`src/rtl/count_stream_monitor_if.sv`:
```
// rtl/count_stream_monitor_if.sv - counter value input and monitor result signals
interface count_stream_monitor_if;
    logic [3:0] count_in;
    logic [3:0] stable_count;
    logic       value_valid;
    logic       wrap_pulse;
    logic [3:0] wraps_tens;
    logic [3:0] wraps_ones;
    logic       step_err;
    logic [3:0] err_count;
    logic       err_flag;

    // Producer of the raw count, consumer of the results
    modport master (
        output count_in,
        input  stable_count, value_valid, wrap_pulse, wraps_tens, wraps_ones,
               step_err, err_count, err_flag
    );

    // The monitor itself
    modport slave (
        input  count_in,
        output stable_count, value_valid, wrap_pulse, wraps_tens, wraps_ones,
               step_err, err_count, err_flag
    );
endinterface

```
`src/rtl/count_stream_monitor.sv`:
```
// rtl/count_stream_monitor.sv - synchronise, deglitch and validate a ripple down-counter
module count_stream_monitor #(
    parameter int SYNC_STAGES   = 2,
    parameter int STABLE_CYCLES = 4
) (
    input  logic                 clk,
    input  logic                 rst,
    count_stream_monitor_if.slave bus
);

    localparam logic [3:0] RUN_MAX   = 4'(STABLE_CYCLES);
    localparam logic [3:0] ACCEPT_AT = 4'(STABLE_CYCLES - 1);

    logic [3:0] sync_q [SYNC_STAGES];
    logic [3:0] sync_val;
    logic [3:0] candidate;
    logic [3:0] run_cnt;
    logic       accept;

    logic       primed;
    logic [3:0] stable_q;
    logic       value_valid_q;
    logic       wrap_q;
    logic       step_err_q;
    logic [3:0] tens_q;
    logic [3:0] ones_q;
    logic [3:0] err_count_q;
    logic       err_flag_q;

    assign sync_val = sync_q[SYNC_STAGES-1];

    // A value is taken once it has matched the previous sample for the full window;
    // the run counter then sits at RUN_MAX so a held level is accepted only once.
    assign accept = (run_cnt == ACCEPT_AT) && (sync_val == candidate);

    // Per-bit flop chain bringing the asynchronous count into the clk domain
    always_ff @(posedge clk or posedge rst) begin
        if (rst) begin
            for (int i = 0; i < SYNC_STAGES; i++) begin
                sync_q[i] <= '0;
            end
        end else begin
            sync_q[0] <= bus.count_in;
            for (int i = 1; i < SYNC_STAGES; i++) begin
                sync_q[i] <= sync_q[i-1];
            end
        end
    end

    // Stability filter: count consecutive cycles the synchronised value holds
    always_ff @(posedge clk or posedge rst) begin
        if (rst) begin
            candidate <= '0;
            run_cnt   <= '0;
        end else begin
            candidate <= sync_val;
            if (sync_val != candidate) begin
                run_cnt <= '0;
            end else if (run_cnt != RUN_MAX) begin
                run_cnt <= run_cnt + 4'd1;
            end
        end
    end

    // Acceptance: classify the step, raise one-cycle pulses and update tallies
    always_ff @(posedge clk or posedge rst) begin
        if (rst) begin
            primed        <= 1'b0;
            stable_q      <= '0;
            value_valid_q <= 1'b0;
            wrap_q        <= 1'b0;
            step_err_q    <= 1'b0;
            tens_q        <= '0;
            ones_q        <= '0;
            err_count_q   <= '0;
            err_flag_q    <= 1'b0;
        end else begin
            value_valid_q <= 1'b0;
            wrap_q        <= 1'b0;
            step_err_q    <= 1'b0;
            if (accept) begin
                if (!primed) begin
                    // First value after reset has no predecessor to check against
                    stable_q      <= candidate;
                    value_valid_q <= 1'b1;
                    primed        <= 1'b1;
                end else if (candidate != stable_q) begin
                    stable_q      <= candidate;
                    value_valid_q <= 1'b1;
                    if (candidate == stable_q - 4'd1) begin
                        if (stable_q == 4'd0) begin
                            wrap_q <= 1'b1;
                            if (ones_q == 4'd9) begin
                                ones_q <= 4'd0;
                                tens_q <= (tens_q == 4'd9) ? 4'd0 : tens_q + 4'd1;
                            end else begin
                                ones_q <= ones_q + 4'd1;
                            end
                        end
                    end else begin
                        step_err_q <= 1'b1;
                        err_flag_q <= 1'b1;
                        if (err_count_q != 4'd15) begin
                            err_count_q <= err_count_q + 4'd1;
                        end
                    end
                end
            end
        end
    end

    assign bus.stable_count = stable_q;
    assign bus.value_valid  = value_valid_q;
    assign bus.wrap_pulse   = wrap_q;
    assign bus.wraps_tens   = tens_q;
    assign bus.wraps_ones   = ones_q;
    assign bus.step_err     = step_err_q;
    assign bus.err_count    = err_count_q;
    assign bus.err_flag     = err_flag_q;

endmodule
```
`src/flat_wrapper.sv`:
```
// flat-port wrapper written by rule: the top's interface ports become plain ports
module count_stream_monitor_flat 
#(
    parameter int SYNC_STAGES   = 2,
    parameter int STABLE_CYCLES = 4
)
  (clk, rst, bus_count_in, bus_stable_count, bus_value_valid, bus_wrap_pulse, bus_wraps_tens, bus_wraps_ones, bus_step_err, bus_err_count, bus_err_flag);
  count_stream_monitor_if bus_i ();
  input  logic clk;
  input  logic rst;
  input wire logic [$bits(bus_i.count_in)-1:0] bus_count_in;
  output wire logic [$bits(bus_i.stable_count)-1:0] bus_stable_count;
  output wire logic [$bits(bus_i.value_valid)-1:0] bus_value_valid;
  output wire logic [$bits(bus_i.wrap_pulse)-1:0] bus_wrap_pulse;
  output wire logic [$bits(bus_i.wraps_tens)-1:0] bus_wraps_tens;
  output wire logic [$bits(bus_i.wraps_ones)-1:0] bus_wraps_ones;
  output wire logic [$bits(bus_i.step_err)-1:0] bus_step_err;
  output wire logic [$bits(bus_i.err_count)-1:0] bus_err_count;
  output wire logic [$bits(bus_i.err_flag)-1:0] bus_err_flag;
  assign bus_i.count_in = bus_count_in;
  assign bus_stable_count = bus_i.stable_count;
  assign bus_value_valid = bus_i.value_valid;
  assign bus_wrap_pulse = bus_i.wrap_pulse;
  assign bus_wraps_tens = bus_i.wraps_tens;
  assign bus_wraps_ones = bus_i.wraps_ones;
  assign bus_step_err = bus_i.step_err;
  assign bus_err_count = bus_i.err_count;
  assign bus_err_flag = bus_i.err_flag;
  count_stream_monitor #(.SYNC_STAGES(SYNC_STAGES), .STABLE_CYCLES(STABLE_CYCLES)) u_core (.clk(clk), .rst(rst), .bus(bus_i));
endmodule
```
`config.mk`:
```
export PLATFORM = sky130hd
export DESIGN_NAME = count_stream_monitor_flat
export DESIGN_NICKNAME = d
export VERILOG_FILES = /design/src/rtl/count_stream_monitor_if.sv /design/src/rtl/count_stream_monitor.sv /design/src/flat_wrapper.sv
export SDC_FILE = /design/constraint.sdc
export NUM_CORES = 1
export LEC_CHECK = 0
export CORE_UTILIZATION = 30
export CTS_CLUSTER_SIZE = 25
export DETAILED_ROUTE_END_ITERATION = 6
export GPL_TIMING_DRIVEN = 0
export PLACE_DENSITY_LB_ADDON = 0.15
export SKIP_CTS_REPAIR_TIMING = 1
export SLEW_MARGIN = 20
export SYNTH_ARGS = -nofsm -noshare
export SYNTH_HDL_FRONTEND = slang
export SYNTH_SLANG_ARGS = --single-unit
```
`constraint.sdc`:
```
create_clock -name clk -period 2.41 [get_ports clk]
set_clock_uncertainty 0.05 [all_clocks]
set_input_delay 0.6025 -clock clk [delete_from_list [all_inputs] [get_ports clk]]
set_output_delay 0.6025 -clock clk [all_outputs]
set_load 0.03 [all_outputs]
```
; Yosys cells after proc, flatten, opt, wreduce, memory -nomap -nowiden
; Cells that the tools add are included.
[totals]
out_inout_bits = 20
register_bits = 37
word_cells = 55
[classes]
bitwise_logic = 1
reduce_logical = 8
n_addsub = 5
n_mux = 18
n_eq_ne = 10
[ops]
columns = cell, n
row1 = two-way mux 4 bit, 6
row2 = adder 4 x 1 -> 4 bit (second input constant), 4
row3 = two-way mux 1 bit, 12
row4 = AND reduction 5 bit, 2
row5 = equality test 4 bit, 2
row6 = equality test 4 bit (second input constant), 2
row7 = inequality test 4 bit, 2
row8 = AND reduction 6 bit, 1
row9 = equality test 4 x 2 -> 1 bit (second input constant), 1
row10 = zero test 4 bit, 1
row11 = inequality test 4 x 3 -> 1 bit (second input constant), 1
row12 = inequality test 4 bit (second input constant), 1
row13 = AND reduction 4 bit, 1
row14 = subtractor 4 x 1 -> 4 bit (second input constant), 1
row15 = inequality test 2 bit (second input constant), 1
row16 = AND reduction 2 bit, 1
row17 = nonzero test 2 bit, 1
row18 = logical AND 1 bit, 1
row19 = inverter 1 bit, 1

; Longest topological paths before layout
[logic_depth]
depth_word = 6
mapped_depth = 8
depth_no_buf = 7

; Least setup slack after synthesis
; No wires, ideal clock.
[synth_path]
kind = reg-to-reg
start = register u_core.stable_q[0] (netlist: u_core.bus.stable_count[0])
end = register u_core.ones_q[1] (netlist: u_core.bus.wraps_ones[1])
setup_slack_ns = 0.295
arrival_time_ns = 1.940
setup_ns = 0.125
synth_period_minus_slack_ns = 2.115
path_stages_with_launch = 9
cell_sequence = dfrtp_1 inv_1 ha_1 xor2_1 nor4b_1 and4_1 buf_6 nand3_2 mux2_4
[synth_between]
elab_chain_len = 3
[synth_rtl]
columns = item, line_no
row1 = from (decl), count_stream_monitor.sv:21  ; logic [3:0] stable_q;
row2 = from (signal assigned), count_stream_monitor.sv:84  ; stable_q <= candidate;
row3 = from (signal assigned), count_stream_monitor.sv:88  ; stable_q <= candidate;
row4 = subtractor 4 x 1 -> 4 bit, count_stream_monitor.sv:90  ; if (candidate == stable_q - 4'd1) begin
row5 = equality test 4 bit, count_stream_monitor.sv:90
row6 = AND reduction 5 bit (no line) *, n/a
row7 = to (signal assigned), count_stream_monitor.sv:97  ; ones_q <= ones_q + 4'd1;
row8 = to (decl), count_stream_monitor.sv:26  ; logic [3:0] ones_q;
; Mark *: on every way between the ends. The rest lies on a longest branch, timed or not.
; A chain may end at the register's enable or synchronous reset.

; Worst setup path in the final report
[layout_path]
start = register u_core.candidate[2]
end = register u_core.ones_q[1] (netlist: u_core.bus.wraps_ones[1])
[layout_between]
elab_chain_len = 3
[layout_rtl]
columns = item, line_no
row1 = from (decl), count_stream_monitor.sv:16  ; logic [3:0] candidate;
row2 = from (signal assigned), count_stream_monitor.sv:56  ; candidate <= sync_val;
row3 = equality test 4 bit, count_stream_monitor.sv:34  ; assign accept = (run_cnt == ACCEPT_AT) && (sync_val == candidate);
row4 = logical AND 1 bit, count_stream_monitor.sv:34
row5 = AND reduction 5 bit (no line) *, n/a
; Marked as above.

==> flow_summary.yaml <==
status:
  status: "finished clean"
floorplanning:
  fp-row-count: 26
  core_area_sq_mm: 0.005270
  die-area_sq_mm: 0.005939
  fp.dieW_um: 77.07
  initial_core_util_pct: 32.08
  pin_count: 26
  die_y_um: 77.07
placement:
  place_congestion: 0.6959
  hpwl_um: 2093
  place_area_sq_mm: 0.002028
  portBuffers: 25
critical_path:
  cp.arrival_ps: 2280
  reg2reg_to: "u_core.bus.wraps_ones[1]"
  slowest_delay_ps: 490
  worst_ep_required_time_ps: 2530
  reg2regPathDepth: 6
  path_class: "flip-flop to flip-flop"
  rr_startpoint: "u_core.candidate[2]"
  rrSetupSlack_ps: 250
  path_depth: 6
  crit_family: "simple AND/OR/NAND/NOR gates"
  cp_num_buf_inv: 1
  end_kind: "flip-flop"
  startpoint_type: "flip-flop"
  crit_path_top_delay_cell: "nor4b_4"
  path_cells: "xnor2_1, nand4_2, nor4b_4, buf_6, nand3_2, mux2_4"
  crit_fanout: 10
clock_network:
  clock_sinks: 37
  cts_tree: "built"
  cts_buffers: 5
  cts_root_buf: "clkbuf_8"
  htree_levels: 2
  clkLatencyLatePin_ps: 280
  clockBufferDepth: 2
  clk_pin_slew_worst_paths_ps: 70
power_and_ir_drop:
  p_per_area_mw_per_mm2: 608.2
  peakVddDrop_v: 0.0003378
  p_leak_uw: 0.0009721
hold_path:
  worstHoldEndpoint: "u_core.sync_val[3]"
  hp-class: "flip-flop to flip-flop"
  worstHoldPathCells: 0
  min_from: "u_core.sync_q[7]"
global_routing:
  overflow: 0
  grtUsageTotal_pct: 11.54
  grt_antenna_before_repair: 0
  grt_pass1_wl_um: 5326
  grt_pass1_vias: 1136
  grt_max_degree: 38
timing:
  slew_headroom_pct: 48.85
  worst_pin_slew_ps: 766.1
  whs_ps: 302.0
  fin_crit_ps: 2156
  rsz0062_at_grt: "false"
  setup_violations: 0
  slew_violations: 0
  fmax_mhz: 463.9
  hold_viol: 0
  tns_ps: 0
  fin_crit_sh_pct: 89.44
finish:
  syn_to_final_growth_pct: 27.91
  num_antenna_cells: 0
  final_area_sq_mm: 0.002162
  final_util_pct: 41.03
  final_nets: 177
  multi_input_area_sq_um: 704.4
  layout-drive-gt1-share_pct: 18.56
  regArea_sq_um: 925.9
  n_fill_cell: 519
route:
  routed_wl_um: 2993
  drcViolationCount: 0
  route.vias.total: 1087
  drt_iter0_markers: 31
  viasPerCell: 4.586
  wl_per_cell_um: 12.63
  ant_nets: 0
  first_pass_iters: 4
synthesis:
  synthCells: 134
  ys_seq_elements: 37
  ys_seq_area_share_pct: 54.77
  synth_ff_type: "dfrtp_1"
  async_flop_share_pct: 100.0
  synth.net_count: 145
  synth_edf_count: 0
  yosysUniqueCellTypes: 37
  syn_avg_cell_area_sq_um: 12.61
  synth_area_sq_mm: 0.001690
  synth_top_area_share_pct: 54.77
  post-synth-top-area-cell: "dfrtp_1"
  ys_warn_count: 0
  ys_top_cells_by_area: "dfrtp_1 (55%), xnor2_1 (5.2%), ha_1 (3.7%)"
  synth_top_cells_by_count: "dfrtp_1 (37), xnor2_1 (10), nor2_1 (9)"
  synth_most_common_cell: "dfrtp_1"
flow_run:
  drv_cap: 0
## power breakdown
| group | total [uW] | switching, uW | internal (uW) |
|---|---|---|---|
| sequential | 642 | 10.1 | 632 |
| combinational | 48.4 | 27.2 | 21.2 |
| clock | 625 | 214 | 411 |
| total | 1310 | 251 | 1060 |
## sequential cells by signal, summed over array words and instances (netlist names)
name,flops
u_core.primed,1
u_core.bus.err_count,4
u_core.run_cnt,4
u_core.bus.err_flag,1
u_core.bus.stable_count,4
u_core.bus.wraps_tens,4
u_core.sync_q,4
u_core.candidate,4
u_core.bus.wrap_pulse,1
u_core.bus.step_err,1
u_core.sync_val,4
u_core.bus.value_valid,1
u_core.bus.wraps_ones,4
## metrics by stage
step	power, uW	worst slack (ps)	cells
6_report	1315	254.4	237
5_1_grt	1374	110.6	237
4_1_cts	1339	218.6	237
3_5_place_dp	704.0	237.8	229
3_3_place_gp	701.6	122.9	229
2_1_floorplan	685.6	294.7	134
## area by class of cell
cell class | instances | share of cell area [%]
buffer | 4 | 1.563
clock buffer | 5 | 3.183
clock inverter | 3 | 3.009
inverter | 7 | 1.215
multi-input combinational | 86 | 32.58
sequential | 37 | 42.82
tap | 70 | 4.051
timing repair buffer | 25 | 11.57
## worst max path at each step
stage,slack [ps],end,startpoint
2_1_floorplan,290,u_core.bus.wraps_ones[1],u_core.bus.stable_count[0]
6_report,250,u_core.bus.wraps_ones[1],u_core.candidate[2]
3_3_place_gp,120,u_core.sync_q[6],rst
3_5_place_dp,240,u_core.bus.wraps_ones[1],u_core.candidate[2]
5_1_grt,110,u_core.bus.wraps_tens[1],u_core.candidate[2]
4_1_cts,220,u_core.bus.wraps_ones[1],u_core.candidate[2]
## cells by family after synthesis
| group | share of synthesized area, % |
|---|---|
| simple gates | 16.36 |
| flops | 54.77 |
| xor+xnor | 10.21 |
| compound gates | 5.699 |
| buf+inv | 3.553 |
| mux | 5.699 |
| fa+ha+maj | 3.701 |
## layer usage
metal	part of all wire [%]	vias up	GRT usage (%)	routed length, um
li1	-	529	-	-
met1	46	531	13.64	1380
met3	4.6	6	4.167	137
met2	48	21	18.75	1427
met4	1.6	0	5.094	48
met5	0	-	0	0
## cell usage in the layout, fill, tap and decap left out, types with 5 or more instances in the layout
master / netlist / routed
mux2_2: 5 / 5
dfrtp_1: 37 / 37
xor2_1: 6 / 6
inv_1: 7 / 6
xnor2_1: 10 / 10
nor2b_1: 5 / 5
clkdlybuf4s50_1: 0 / 25
clkbuf_8: 0 / 5
ha_1: 5 / 5
nor2_1: 9 / 9
(Power assumes the default switching activity.)
